[src/rtl/scan_result_collector.sv]
// Tracks one bounded scan and reports m/steps/updates on a valid/ready record.
// Optional stream checker built when SCAN_CHECK_EN is defined.
module scan_result_collector #(
   parameter int W = 11
) (
   input  logic         clk,
   input  logic         rst,
   input  logic [W-1:0] m_in,
   input  logic [W-1:0] n_in,
   input  logic [W-1:0] x_in,
   input  logic         out_ready,
   output logic         out_valid,
   output logic [W-1:0] out_last_m,
   output logic [W-1:0] out_steps,
   output logic [W-1:0] out_updates,
   output logic         busy,
   output logic         err
);

   typedef enum logic [1:0] {
      IDLE,
      TRACK,
      REPORT,
      HOLD
   } state_t;

   localparam logic [W-1:0] MAX = '1;

   state_t       state, state_nx;
   logic [W-1:0] prev_x, prev_x_nx;
   logic [W-1:0] prev_m, prev_m_nx;
   logic [W-1:0] steps, steps_nx;
   logic [W-1:0] updates, updates_nx;
   logic [W-1:0] last_m_nx, out_steps_nx, out_updates_nx;

   function automatic logic [W-1:0] sat_inc(
      input logic [W-1:0] v,
      input logic         en
   );
      return (en && v != MAX) ? v + 1'b1 : v;
   endfunction

   always_comb begin
      state_nx       = state;
      prev_x_nx      = prev_x;
      prev_m_nx      = prev_m;
      steps_nx       = steps;
      updates_nx     = updates;
      last_m_nx      = out_last_m;
      out_steps_nx   = out_steps;
      out_updates_nx = out_updates;
      unique case (state)
         IDLE: begin
            if (x_in < n_in) begin
               prev_x_nx  = x_in;
               prev_m_nx  = m_in;
               steps_nx   = '0;
               updates_nx = '0;
               state_nx   = TRACK;
            end else begin
               last_m_nx      = m_in;
               out_steps_nx   = '0;
               out_updates_nx = '0;
               state_nx       = REPORT;
            end
         end
         TRACK: begin
            steps_nx   = sat_inc(steps, x_in != prev_x);
            updates_nx = sat_inc(updates, m_in != prev_m);
            prev_x_nx  = x_in;
            prev_m_nx  = m_in;
            if (x_in >= n_in) begin
               last_m_nx      = m_in;
               out_steps_nx   = steps_nx;
               out_updates_nx = updates_nx;
               state_nx       = REPORT;
            end
         end
         REPORT: begin
            // prev_x keeps following the stream so the checker sees steps
            prev_x_nx = x_in;
            prev_m_nx = m_in;
            if (out_ready)
               state_nx = HOLD;
         end
         HOLD: begin
            prev_x_nx = x_in;
            prev_m_nx = m_in;
            if (x_in < n_in)
               state_nx = IDLE;
         end
         default: state_nx = IDLE;
      endcase
   end

   always_ff @(posedge clk) begin
      if (rst) begin
         state       <= IDLE;
         prev_x      <= '0;
         prev_m      <= '0;
         steps       <= '0;
         updates     <= '0;
         out_last_m  <= '0;
         out_steps   <= '0;
         out_updates <= '0;
         out_valid   <= 1'b0;
         busy        <= 1'b0;
      end else begin
         state       <= state_nx;
         prev_x      <= prev_x_nx;
         prev_m      <= prev_m_nx;
         steps       <= steps_nx;
         updates     <= updates_nx;
         out_last_m  <= last_m_nx;
         out_steps   <= out_steps_nx;
         out_updates <= out_updates_nx;
         out_valid   <= (state_nx == REPORT);
         busy        <= (state_nx == TRACK);
      end
   end

`ifdef SCAN_CHECK_EN
   logic [W-1:0] prev_n;
   logic         viol;

   always_comb begin
      viol = 1'b0;
      if (state != IDLE) begin
         viol = (!(x_in < n_in) && !(m_in < n_in))
             || ((x_in != prev_x + 1'b1) && (x_in != prev_x))
             || (n_in != prev_n);
      end
   end

   always_ff @(posedge clk) begin
      if (rst) begin
         prev_n <= '0;
         err    <= 1'b0;
      end else begin
         prev_n <= n_in;
         if (viol)
            err <= 1'b1;
      end
   end
`else
   assign err = 1'b0;
`endif

endmodule

[config.mk]
export PLATFORM = sky130hd
export DESIGN_NAME = scan_result_collector
export DESIGN_NICKNAME = d
export VERILOG_FILES = /design/src/rtl/scan_result_collector.sv
export SDC_FILE = /design/constraint.sdc
export NUM_CORES = 1
export LEC_CHECK = 0
export BUFFER_PORTS_ARGS = -buffer_cell sky130_fd_sc_hd__buf_2
export CAP_MARGIN = 10
export CORE_AREA = 2 2 90 92
export CTS_BUF_LIST = sky130_fd_sc_hd__clkbuf_4
export DETAILED_ROUTE_END_ITERATION = 8
export DIE_AREA = 0 0 92 94
export HOLD_SLACK_MARGIN = 0.1
export PLACE_DENSITY = 0.77
export SLEW_MARGIN = 0
export SYNTH_ARGS = -nofsm -noshare
export SYNTH_HDL_FRONTEND = slang
export SYNTH_SLANG_ARGS = --single-unit
[constraint.sdc]
create_clock -name clk -period 2.45 [get_ports clk]
set_clock_uncertainty 0.05 [all_clocks]
set_input_delay 0.1225 -clock clk [delete_from_list [all_inputs] [get_ports clk]]
set_output_delay 0.1225 -clock clk [all_outputs]
set_load 0.05 [all_outputs]
# ---- Yosys cells after proc, flatten, opt, wreduce, memory -nomap -nowiden
# Index checks and enable logic that the tools add are counted.
dict set report classes {
  order_cmp 2
  n_reduce_logical 7
  mux 22
  n_eq_ne 12
  addsub 2
}
# cell n
set op_table {}
lappend op_table {{11-bit case mux with 2 select lines} 7}
lappend op_table {{11-bit 2-to-1 mux} 10}
lappend op_table {{11-bit by 1-bit adder with 11-bit output, second input constant} 2}
lappend op_table {{11-bit != test} 2}
lappend op_table {{11-bit != test, second input constant} 2}
lappend op_table {{11-bit greater-or-equal comparator} 1}
lappend op_table {{11-bit < comparator} 1}
lappend op_table {{2-bit 2-to-1 mux} 4}
lappend op_table {{2-bit case mux with 4 select lines} 1}
lappend op_table {{2-bit == test, second input constant} 3}
lappend op_table {{2-bit != test, second input constant} 3}
lappend op_table {{2-bit by 1-bit == test with 1-bit output, second input constant} 2}
lappend op_table {{3-bit AND reduction} 1}
lappend op_table {{3-bit OR reduction} 1}
lappend op_table {{1-bit logical AND} 2}
lappend op_table {{2-bit zero test} 1}
lappend op_table {{2-bit AND reduction} 1}
lappend op_table {{2-bit nonzero test} 1}
dict set report word_totals {
  output_inout_bits 36
  register_bits 81
  inputBits 36
  word_cells 55
}

# ---- Depth between registers and ports, before layout
dict set report logic_depth {
  depth_word 5
  ltp_mapped 10
  depth_no_buf 8
}

# ---- Least setup slack after synthesis
# Ideal clock, no wire load.
dict set report synth_path {
  kind {register to register}
  from {register steps[0]}
  to {register out_steps[9]}
  t_arrival_ps 1753
  stages_incl_launch_ff 8
  setup_slack_ps 530
  path_buffers 0
  setup_time_ps 117
  period_less_slack_ps 1920
  t_required_ps 2283
  cell_sequence {dfxtp_1 > ha_1 > and4_1 > and3_1 > or3_1 > nor3_2 > xor2_1 > a22o_1}
}
dict set report synth_between {
  elab_chain_cells 5
  elab_cells_between_ends 6
  cone_classes {add/sub: 1; eq/ne: 1; mux: 3; reduce/logical: 1}
}
# element line
set synth_rtl {}
lappend synth_rtl {{from (decl)} 32} ;# logic [W-1:0] steps, steps_nx;
lappend synth_rtl {{from (signal assigned)} 112} ;# steps <= steps_nx;
lappend synth_rtl {{parallel branches: the longest is 2 deep, another holds 11-bit by 1-bit adder with 11-bit output} -}
lappend synth_rtl {{11-bit 2-to-1 mux (*)} 40} ;# return (en && v != MAX) ? v + 1'b1 : v;
lappend synth_rtl {{11-bit 2-to-1 mux (*)} 72} ;# if (x_in >= n_in) begin
lappend synth_rtl {{11-bit case mux with 2 select lines (*)} 52} ;# unique case (state)
lappend synth_rtl {{to (signal assigned)} 115} ;# out_steps <= out_steps_nx;
lappend synth_rtl {{to (decl)} 14} ;# output logic [W-1:0] out_steps,
# Every way passes the cells marked *. The select of a mux whose other input is x is not followed.
# A chain may end at the register's enable or synchronous reset.

# ---- Final worst setup path
dict set report layout_path {
  from {input port x_in[8]}
  to {register steps[0]}
}
dict set report layout_between {
  elab_chain_cells 4
  elab_cells_between_ends 7
  cone_classes {order compare: 1; eq/ne: 2; mux: 2; reduce/logical: 2}
}
# element line
set layout_rtl {}
lappend layout_rtl {{from (decl)} 10} ;# input logic [W-1:0] x_in,
lappend layout_rtl {{parallel branches: the longest is 4 deep, another holds 11-bit < comparator} -}
# Several ways; the timed one is not identified.

==> reports/results.txt <==
Synth Area in Adders: 0.03985
Area Overhead vs Synth: 19.93%
Row cnt: 32
Routed WL: 9536 microns
Synth Register Bits: 81
TritonCTS buffer count: 9
Fin. max-slew vios: 0
Synthesized area: 0.004081 sq mm
Overall Power: 2.831 mW
WL per Instance: 14.88 microns
Antenna violations before repair: 0
IO Port Bufs: 70
Hold path depth: 5
CP required: 2760 ps
Period utilisation layout: 0.9461
IO Pins: 72
Max clock buf depth: 2
GRT Util Overall: 0.2332
Worst-path clk slew: 130 ps
Ys async rst share: 0
DR vias: 3595
Syn Area/Cell: 9.234 sq um
Clk sinks: 81
Status: finished, final reports clean
Maximum VDD drop: 0.0004240 V
Fin Setup TNS: 0 ps
Crit path arrival time: 2630 ps
Largest net degree at the start of global routing: 37
Worst slack, placed: 220.8 ps
Final Hold Fails: 0
Final setup fails: 0
Largest family of logic cells by synthesized area: simple AND/OR/NAND/NOR gates
Startpoint types: input port
Floorplan Core Area: 0.007607 sq mm
CTS tree: done
Net count, final: 583
Seq/Total Area, Yosys: 0.3973
Fin Hold WS: 332.2 ps
Cell Pwr Density: 578.4 mW/mm^2
PnR worst setup slack: 131.9 ps
Synth Instances: 442
Chip Height: 94 microns
Global-route wire length before repair: 16070 microns
Via density: 5.608
Die span in x: 92 microns
Initial Util: 0.5365
1st-iter DRT viols: 154
GPL Wtd Cong: 0.8836
Number of synthesized flops with an enable pin: 0
Critical Path End Type: flip-flop
DRT Pass-1 Iters: 4
CP Max Fanout: 9
Max-slew headroom: 0.6258
Die footprint: 0.008648 sq mm
Grt total ovfl: 0
Synth Area in Compound Gates: 0.1591
DRC: 0
WS Path Type: in -> reg
Share of cells above drive strength 1: 0.2078
Worst-Skew Late Latency: 460 ps
Slew @ Worst Pin: 556.1 ps
Post-Syn Nets: 491
P_leak: 2.286 nW
Antenna cells: 0
Post-route ant nets: 0
Primary FF master, synth: dfxtp_1
Post-CTS Setup Bufs: 0
Xor and xnor area share after synthesis: 0.06652
RSZ-0062 raised after global routing: no
Synth Area in Simple Gates: 0.1861
Tmin final: 2318 ps
Vias in the first global route: 3476
HPWL after DPL: 6605 microns
Syn. warnings: 0
Worst reg-to-reg path cell count: 7
CTS H-tree lvls: 3
Hold WC Path Type: in -> reg
Max frequency: 0.4314 GHz
Clock root buffer: clkbuf_4
Mux share of post-synthesis cell area: 0.09871
Post-synthesis cell type count: 56
Max-cap violations: 0
[cells in the final DEF, fill, tap and decap left out, types with 3 or more instances in the layout]
cell type / synthesis / routed
nand4_1: 6 / 6
nor4_1: 6 / 6
a21o_1: 3 / 3
clkbuf_4: 0 / 9
nor2b_1: 3 / 3
nor3_2: 4 / 4
buf_2: 6 / 70
and3_1: 13 / 13
and4_1: 3 / 3
ha_1: 13 / 13
a22o_1: 9 / 9
nand2_1: 21 / 21
o22ai_1: 5 / 5
mux2i_1: 38 / 38
dlygate4sd3_1: 0 / 24
xor2_1: 26 / 26
a32o_1: 3 / 3
xnor2_1: 5 / 5
a31oi_1: 6 / 6
o21ai_0: 12 / 12
nand2b_1: 8 / 8
dfxtp_1: 81 / 81
and2_1: 5 / 5
o2bb2ai_1: 11 / 11
a21oi_1: 12 / 12
o31ai_1: 3 / 3
nand3_1: 12 / 12
inv_1: 20 / 20
nor2_1: 51 / 51
nor3_1: 3 / 3
buf_4: 4 / 10
or3_1: 3 / 3
[final timing paths]
kind                                     from                           to  slack, ps
hold reg to reg   out_updates[1]$_SDFFE_PP0P_  out_updates[1]$_SDFFE_PP0P_        420
setup reg to reg      updates[0]$_SDFFE_PP0P_      updates[0]$_SDFFE_PP0P_        250
hold / removal                        n_in[0]              busy$_SDFF_PP0_        330
setup / recovery                      x_in[8]        steps[0]$_SDFFE_PP0P_        130
[worst max-delay path: stages]
cell	delay [ps]
dlygate4sd3_1	560
buf_2	150
ha_1	300
a211oi_1	210
o21bai_1	130
a211o_1	360
a21oi_4	320
o22ai_1	160
mux2_2	300
[logic make-up after synthesis]
logic type / Yosys count
buffers and inverters: 44
xor gates and xnor gates: 31
AOI/OAI and AO/OA: 87
adders and majority gates: 13
other: 1
DFF: 81
and+or+nand+nor: 145
muxes: 40
[sequential cells by signal, summed over array words and instances (netlist names)]
name and flops:
steps 11, out_last_m 11, state 2, out_updates 11
prev_x 11, updates 11, prev_m 11, out_steps 11
busy 1, out_valid 1
[final cells by class]
cell class,count,area (sq um)
clock buffer,9,67.56
fill,648,2713
timing repair buffer,105,676.9
multi-input combinational,317,2250
clock inverter,7,76.32
tap,102,127.6
inverter,20,75.07
sequential,81,1622
[through the flow]
stage,instance area [sq um],std cells,util
6_report,4895,641,0.6434
5_1_grt,4895,641,0.6434
4_1_cts,4891,641,0.6429
3_5_place_dp,4507,601,0.5924
3_3_place_gp,4507,601,0.5924
2_1_floorplan,4081,442,-
[per-layer routing]
metal / track usage / vias up / wire length, microns
li1: - / 1766 / -
met1: 0.2827 / 1727 / 4179
met2: 0.3971 / 83 / 4742
met3: 0.05136 / 19 / 407
met4: 0.1045 / 0 / 207
met5: 0 / - / 0
[timing repair]
| action | in CTS | in global routing |
|---|---|---|
| resized for setup | 0 | 1 |
| hold buffers | 24 | 0 |
| endpoints found under the hold margin | 37 | 0 |
| endpoints found under the setup margin | 0 | 4 |
[cells in the mapped netlist, drive strengths merged, types with 2 or more instances]
library cell	instances	share of area
o21bai	2	0.0046
o31ai	3	0.0055
mux2	2	0.0055
a41oi	3	0.0083
a32o	3	0.0074
xor2	26	0.056
or3	3	0.0046
nand4	7	0.012
a22o	9	0.019
o22ai	5	0.0077
inv	20	0.018
nand2	21	0.019
nor2b	3	0.0046
ha	13	0.040
xnor2	5	0.011
buf	13	0.023
a211oi	4	0.0098
o21ai	14	0.017
mux2i	38	0.093
and4	3	0.0064
dfxtp	81	0.40
a22oi	2	0.0037
nand2b	8	0.012
nor3	7	0.013
a31oi	6	0.0092
nor2	52	0.048
and2	5	0.0077
and3	13	0.020
o2bb2ai	11	0.024
nor4	7	0.014
nand3	12	0.015
a21o	3	0.0055
o22a	2	0.0043
clkbuf	11	0.010
a21oi	13	0.019
a311oi	2	0.0043
o32ai	2	0.0043
[report_power, final]
part	leakage, nW	switching [mW]	total, mW	internal, mW
Combinational	1.55	0.359	0.594	0.235
Clock	0.0729	0.496	0.813	0.317
Sequential	0.661	0.0439	1.42	1.38
Note: power is estimated with default switching activity, not from simulation.
